**src/rtl/seq_pattern_tx.sv**
```systemverilog
// Serial pattern transmitter: latches a PAT_W-bit pattern on start and shifts it
// out MSB-first, repeated rep_cnt times (0 = until abort) with gap_len idle cycles between.
module seq_pattern_tx #(
  parameter int unsigned PAT_W = 4,
  parameter int unsigned CNT_W = 8,
  parameter int unsigned GAP_W = 4
) (
  input  logic             clk,
  input  logic             rst,
  input  logic             start,
  input  logic             abort,
  input  logic [PAT_W-1:0] pat_in,
  input  logic [CNT_W-1:0] rep_cnt,
  input  logic [GAP_W-1:0] gap_len,
  output logic             out,
  output logic             out_valid,
  output logic             frame_start,
  output logic             busy,
  output logic             done
);

  localparam int unsigned BIT_W = (PAT_W > 1) ? $clog2(PAT_W) : 1;

  typedef enum logic [1:0] {IDLE, SEND, GAP} state_t;

  state_t             state_q, state_d;
  logic [PAT_W-1:0]   pat_q, pat_d;
  logic [PAT_W-1:0]   shift_q, shift_d;
  logic [CNT_W-1:0]   rep_cnt_q, rep_cnt_d;
  logic [GAP_W-1:0]   gap_len_q, gap_len_d;
  logic [BIT_W-1:0]   bit_q, bit_d;
  logic [GAP_W-1:0]   gap_q, gap_d;
  logic [CNT_W-1:0]   rep_q, rep_d;
  logic               out_d, out_valid_d, frame_start_d, busy_d, done_d;
  logic [CNT_W-1:0]   rep_inc;
  logic               last_bit;

  // Next-state and next-output logic; outputs are registered below.
  always_comb begin
    state_d       = state_q;
    pat_d         = pat_q;
    shift_d       = shift_q;
    rep_cnt_d     = rep_cnt_q;
    gap_len_d     = gap_len_q;
    bit_d         = bit_q;
    gap_d         = gap_q;
    rep_d         = rep_q;
    out_d         = 1'b0;
    out_valid_d   = 1'b0;
    frame_start_d = 1'b0;
    busy_d        = 1'b0;
    done_d        = 1'b0;
    rep_inc       = rep_q + CNT_W'(1);
    last_bit      = (bit_q == BIT_W'(PAT_W - 1));

    case (state_q)
      IDLE: begin
        if (start && !abort) begin
          pat_d         = pat_in;
          rep_cnt_d     = rep_cnt;
          gap_len_d     = gap_len;
          rep_d         = '0;
          bit_d         = '0;
          gap_d         = '0;
          shift_d       = {pat_in[PAT_W-2:0], 1'b0};
          out_d         = pat_in[PAT_W-1];
          out_valid_d   = 1'b1;
          frame_start_d = 1'b1;
          busy_d        = 1'b1;
          state_d       = SEND;
        end
      end

      SEND: begin
        if (abort) begin
          state_d = IDLE;
          bit_d   = '0;
        end else if (last_bit) begin
          rep_d = rep_inc;
          bit_d = '0;
          if ((rep_cnt_q != '0) && (rep_inc == rep_cnt_q)) begin
            state_d = IDLE;
            done_d  = 1'b1;
          end else if (gap_len_q == '0) begin
            shift_d       = {pat_q[PAT_W-2:0], 1'b0};
            out_d         = pat_q[PAT_W-1];
            out_valid_d   = 1'b1;
            frame_start_d = 1'b1;
            busy_d        = 1'b1;
          end else begin
            state_d = GAP;
            gap_d   = GAP_W'(1);
            busy_d  = 1'b1;
          end
        end else begin
          bit_d       = bit_q + BIT_W'(1);
          shift_d     = {shift_q[PAT_W-2:0], 1'b0};
          out_d       = shift_q[PAT_W-1];
          out_valid_d = 1'b1;
          busy_d      = 1'b1;
        end
      end

      GAP: begin
        if (abort) begin
          state_d = IDLE;
          gap_d   = '0;
        end else if (gap_q == gap_len_q) begin
          // Last gap cycle: the next cycle carries the MSB of the next repetition.
          state_d       = SEND;
          gap_d         = '0;
          shift_d       = {pat_q[PAT_W-2:0], 1'b0};
          out_d         = pat_q[PAT_W-1];
          out_valid_d   = 1'b1;
          frame_start_d = 1'b1;
          busy_d        = 1'b1;
        end else begin
          gap_d  = gap_q + GAP_W'(1);
          busy_d = 1'b1;
        end
      end

      default: state_d = IDLE;
    endcase
  end

  // State, datapath and output registers.
  always_ff @(posedge clk or posedge rst) begin
    if (rst) begin
      state_q     <= IDLE;
      pat_q       <= '0;
      shift_q     <= '0;
      rep_cnt_q   <= '0;
      gap_len_q   <= '0;
      bit_q       <= '0;
      gap_q       <= '0;
      rep_q       <= '0;
      out         <= 1'b0;
      out_valid   <= 1'b0;
      frame_start <= 1'b0;
      busy        <= 1'b0;
      done        <= 1'b0;
    end else begin
      state_q     <= state_d;
      pat_q       <= pat_d;
      shift_q     <= shift_d;
      rep_cnt_q   <= rep_cnt_d;
      gap_len_q   <= gap_len_d;
      bit_q       <= bit_d;
      gap_q       <= gap_d;
      rep_q       <= rep_d;
      out         <= out_d;
      out_valid   <= out_valid_d;
      frame_start <= frame_start_d;
      busy        <= busy_d;
      done        <= done_d;
    end
  end

endmodule

```
**config.mk**
```make
export PLATFORM = sky130hd
export DESIGN_NAME = seq_pattern_tx
export DESIGN_NICKNAME = d
export VERILOG_FILES = /design/src/rtl/seq_pattern_tx.sv
export SDC_FILE = /design/constraint.sdc
export NUM_CORES = 1
export LEC_CHECK = 0
export CAP_MARGIN = 15
export CORE_ASPECT_RATIO = 0.6
export CORE_MARGIN = 2
export CORE_UTILIZATION = 45
export CTS_CLUSTER_DIAMETER = 60
export DETAILED_ROUTE_END_ITERATION = 10
export PLACE_DENSITY = 0.74
export SLEW_MARGIN = 20
export SYNTH_ARGS = -nofsm -noshare
export SYNTH_HDL_FRONTEND = slang
export SYNTH_SLANG_ARGS = --single-unit
export TNS_END_PERCENT = 100
```
**constraint.sdc**
```tcl
create_clock -name clk -period 1.97 [get_ports clk]
set_clock_uncertainty 0.05 [all_clocks]
set_input_delay 0.2955 -clock clk [delete_from_list [all_inputs] [get_ports clk]]
set_output_delay 0.2955 -clock clk [all_outputs]
set_load 0.02 [all_outputs]
```
==> summary.md <==
| Metric | Value |
|---|---|
| Outcome | complete, but fails checks |
| Failing checks | setup timing |
| Post-route ant nets | 0 |
| Initial antenna violation count | 0 |
| Final std cells w/o fill | 396 |
| CTS Buffer Depth | 2 |
| Xor and xnor area share after synthesis | 0.0691 |
| Setup TNS | -1.21 ns |
| Largest family of logic cells by synthesized area | simple AND/OR/NAND/NOR gates |
| ANT cells | 0 |
| Flop2flop setup slack | -0.16 ns |
| WHS | 0.268 ns |
| Number of global-route vias before repair | about 2.0k |
| Max-cap viol count | 0 |
| Root buffer cell | clkbuf_8 |
| Hold-fix buffers, CTS | 0 |
| Register area share after synthesis | 0.442 |
| CP Cell Sequence | ha_4 -> xor2_2 -> a211oi_2 -> nand4_1 -> nor3_2 -> buf_4 -> a31oi_4 -> mux2_4 |
| Reg2reg end | shift_q[3] |
| Slew margin rel. | 0.673 |
| RSZ-0062 raised after global routing | true |
| I/O Pins | 25 |
| Fraction of layout cells with a size suffix above 1 | 0.312 |
| Die Wd | 95.5 um |
| Dpl cells | 379 |
| All-Layer GR Usage | 0.236 |
| GPL Wtd Cong | 0.900 |
| R2R cell count | 8 |
| Pre-Repair DR Iteration Count | 4 |
| Mux share of post-synthesis cell area | 0.0238 |
| Power per Cell Area | 1190 nW/um2 |
| Row cnt | 19 |
| Initial drt markers | 166 |
| Vias per inst | 5.44 |
| Total CTS buffers | 5 |
| Dpl hpwl | 4400 um |
| Setup crit start | rep_q[1] |
| Post-route minimum period | 2.13 ns |
| DRC viols | 0 |
| H-tree levels | 2 |
| Critical path's largest stage delay | 0.44 ns |
| Initial Util | 0.481 |
| Warnings, synthesis | 0 |
| Syn-to-layout area delta | 46.0% |
| Post-synthesis simple-gate area fraction | 0.228 |
| WS Path Type | reg2reg |
| Core footprint | roughly 4700 um2 |
| Die Ht | 58.9 um |
| Fraction of registers with async set/reset | 1.00 |
| Input/output buffers | 24 |
| Final Hold Vio Count | 0 |
| Nets@finish | 360 |
| Avg WL per Cell | 16.0 um |
| Largest net degree at the start of global routing | 30 |
| Post-synth net total | 277 |
| Via count | 2155 |
| Average size of a mapped cell | 9.05 um2 |
| FF+latch count, synth | 40 |
| Arr. time, crit path | 2.27 ns |
| FF-to-FF Start | rep_q[1] |
| Max-slew violations | 0 |
| Hold Crit Class | in2async |
| Fmax | 470 MHz |
| WP buf/inv | 1 |
| Setup Viol. Count Final | 11 |
| Final worst slack | -0.157 ns |
| Cells after Synth | 250 |
| Worst Setup Start Kind | register |
| Final instance area | 3300 um2 |
| Pre-CTS WS | -0.244 ns |
| Post-synthesis adder-cell area fraction | 0.0387 |
| Worst skew pair latency | 0.30 ns |
| Static leakage | 1.50 nW |
| Clk sinks | 40 |
| Delay-heaviest family, CP | flip-flops |
| Syn Std Cell Area | 2260 um2 |
| First-pass GRT wire length | 9910 um |
| Final core utilization | 0.702 |
| Pwr Total | a little under 4 mW |
| Slowest-stage cell, CP | dfrtp_2 |
| Synth cell types | 49 |
| Complex-gate fraction of the synthesized area | 0.159 |
| DRT Wirelength | 6330 um |
| Worst Tran Pin Value | 0.491 ns |
| Synth Flop Type | dfrtp_1 |
| Fin crit share | 1.08 |
| EDFF count, synth | 0 |
| Placed inst area | 2950 um2 |
| Register clock-pin slew on the reported worst setup and hold paths | 0.08 ns |
| CP Max Fanout | 6 |
| Die Area | ~5600 um2 |
| CP Capture Type | register |
| Critical Path RT | 2.11 ns |
| Total gr overflow | 0 |
| CTS tree | yes |
| Worst vdd rail ir drop | 0.000611 V |
## repair_timing
item                                    4_1_cts  5_1_grt
gates resized for setup                      12       30
cloned                                        0        0
endpoints found under the setup margin       13       21
pin swaps                                     6        4
buffers inserted                              4        6
## power by group
group	total (mW)	switching (mW)	leakage, nW	internal, mW
registers	1.30	0.224	0.514	1.08
logic	2.02	0.987	0.933	1.03
clock network	0.609	0.297	0.0503	0.312
## flip-flops by register name (all words and copies together), names as in the netlist
register / count
out: 1
gap_len_q: 4
done: 1
bit_q: 2
shift_q: 3
state_q: 2
out_valid: 1
rep_q: 8
pat_q: 4
frame_start: 1
gap_q: 4
rep_cnt_q: 8
busy: 1
## layout by cell type (no fill, tap or decap), types with 3 or more instances in the layout
cell type,Yosys,layout
a21o_1,4,4
a32o_1,3,3
buf_4,0,53
buf_6,1,4
clkbuf_8,0,7
clkdlybuf4s50_1,0,24
dfrtp_1,40,36
dfrtp_2,0,4
ha_1,7,4
inv_1,14,13
mux2_4,0,3
nand2_1,60,60
nand2b_1,5,5
nand3_1,6,6
nand4_1,3,3
nor2_1,13,11
nor4_1,5,3
o21ai_0,17,14
xnor2_1,11,10
xor2_1,5,4
## routing by layer
metal  wire length, um  vias to the layer above  global-route usage
met4                48                        0              0.0510
met2              2770                       84               0.332
met5                 0                        -                   0
met1              2990                     1027               0.367
li1                  -                     1038                   -
met3               521                        6              0.0576
## worst max path at each step
stage                            end  slack (ns)  cells after the start
after floorplan           shift_q[1]       -0.06                      8
after global placement    shift_q[3]       -0.21                      8
after detailed placement  shift_q[2]       -0.24                      8
after CTS                   gap_q[2]       -0.17                      9
after global routing      shift_q[3]       -0.24                      8
final                     shift_q[3]       -0.16                      8
## synthesized netlist by cell type (2+ instances only)
cell type | count | share of area
a31oi_1 | 2 | 0.0055
nor4_1 | 5 | 0.014
inv_1 | 14 | 0.023
a211oi_1 | 3 | 0.010
a21o_1 | 4 | 0.013
mux2i_1 | 2 | 0.0088
o22ai_1 | 2 | 0.0055
or2_2 | 2 | 0.0055
a32o_1 | 3 | 0.013
ha_1 | 7 | 0.039
or3_1 | 4 | 0.011
nand3_1 | 6 | 0.013
clkbuf_1 | 5 | 0.0083
a221o_1 | 2 | 0.0088
o21ai_0 | 17 | 0.038
nor3b_1 | 2 | 0.0066
nor2_1 | 13 | 0.022
nand4_1 | 3 | 0.0083
xnor2_1 | 11 | 0.043
xor2_1 | 5 | 0.019
mux2_1 | 3 | 0.015
a21oi_1 | 3 | 0.0066
dfrtp_1 | 40 | 0.44
nand2_1 | 60 | 0.10
nand2b_1 | 5 | 0.014
o31ai_1 | 3 | 0.010
a221oi_1 | 2 | 0.0077
## cell type report
type,count,area [um2]
Timing Repair Buffer,83,718
Clock buffer,7,96.3
Fill cell,355,1400
Sequential cell,40,1010
Inverter,14,56.3
Tap cell,63,78.8
Multi-Input combinational cell,189,1350
## kinds of logic after synthesis
| logic type | count (synthesis) |
|---|---|
| AO/OA/AOI/OAI | 50 |
| buffers and inverters | 21 |
| flip-flops | 40 |
| adder cells (fa/ha/maj) | 7 |
| XOR/XNOR | 17 |
| AND/OR/NAND/NOR | 110 |
| multiplexers | 5 |
(Power assumes the default switching activity.)
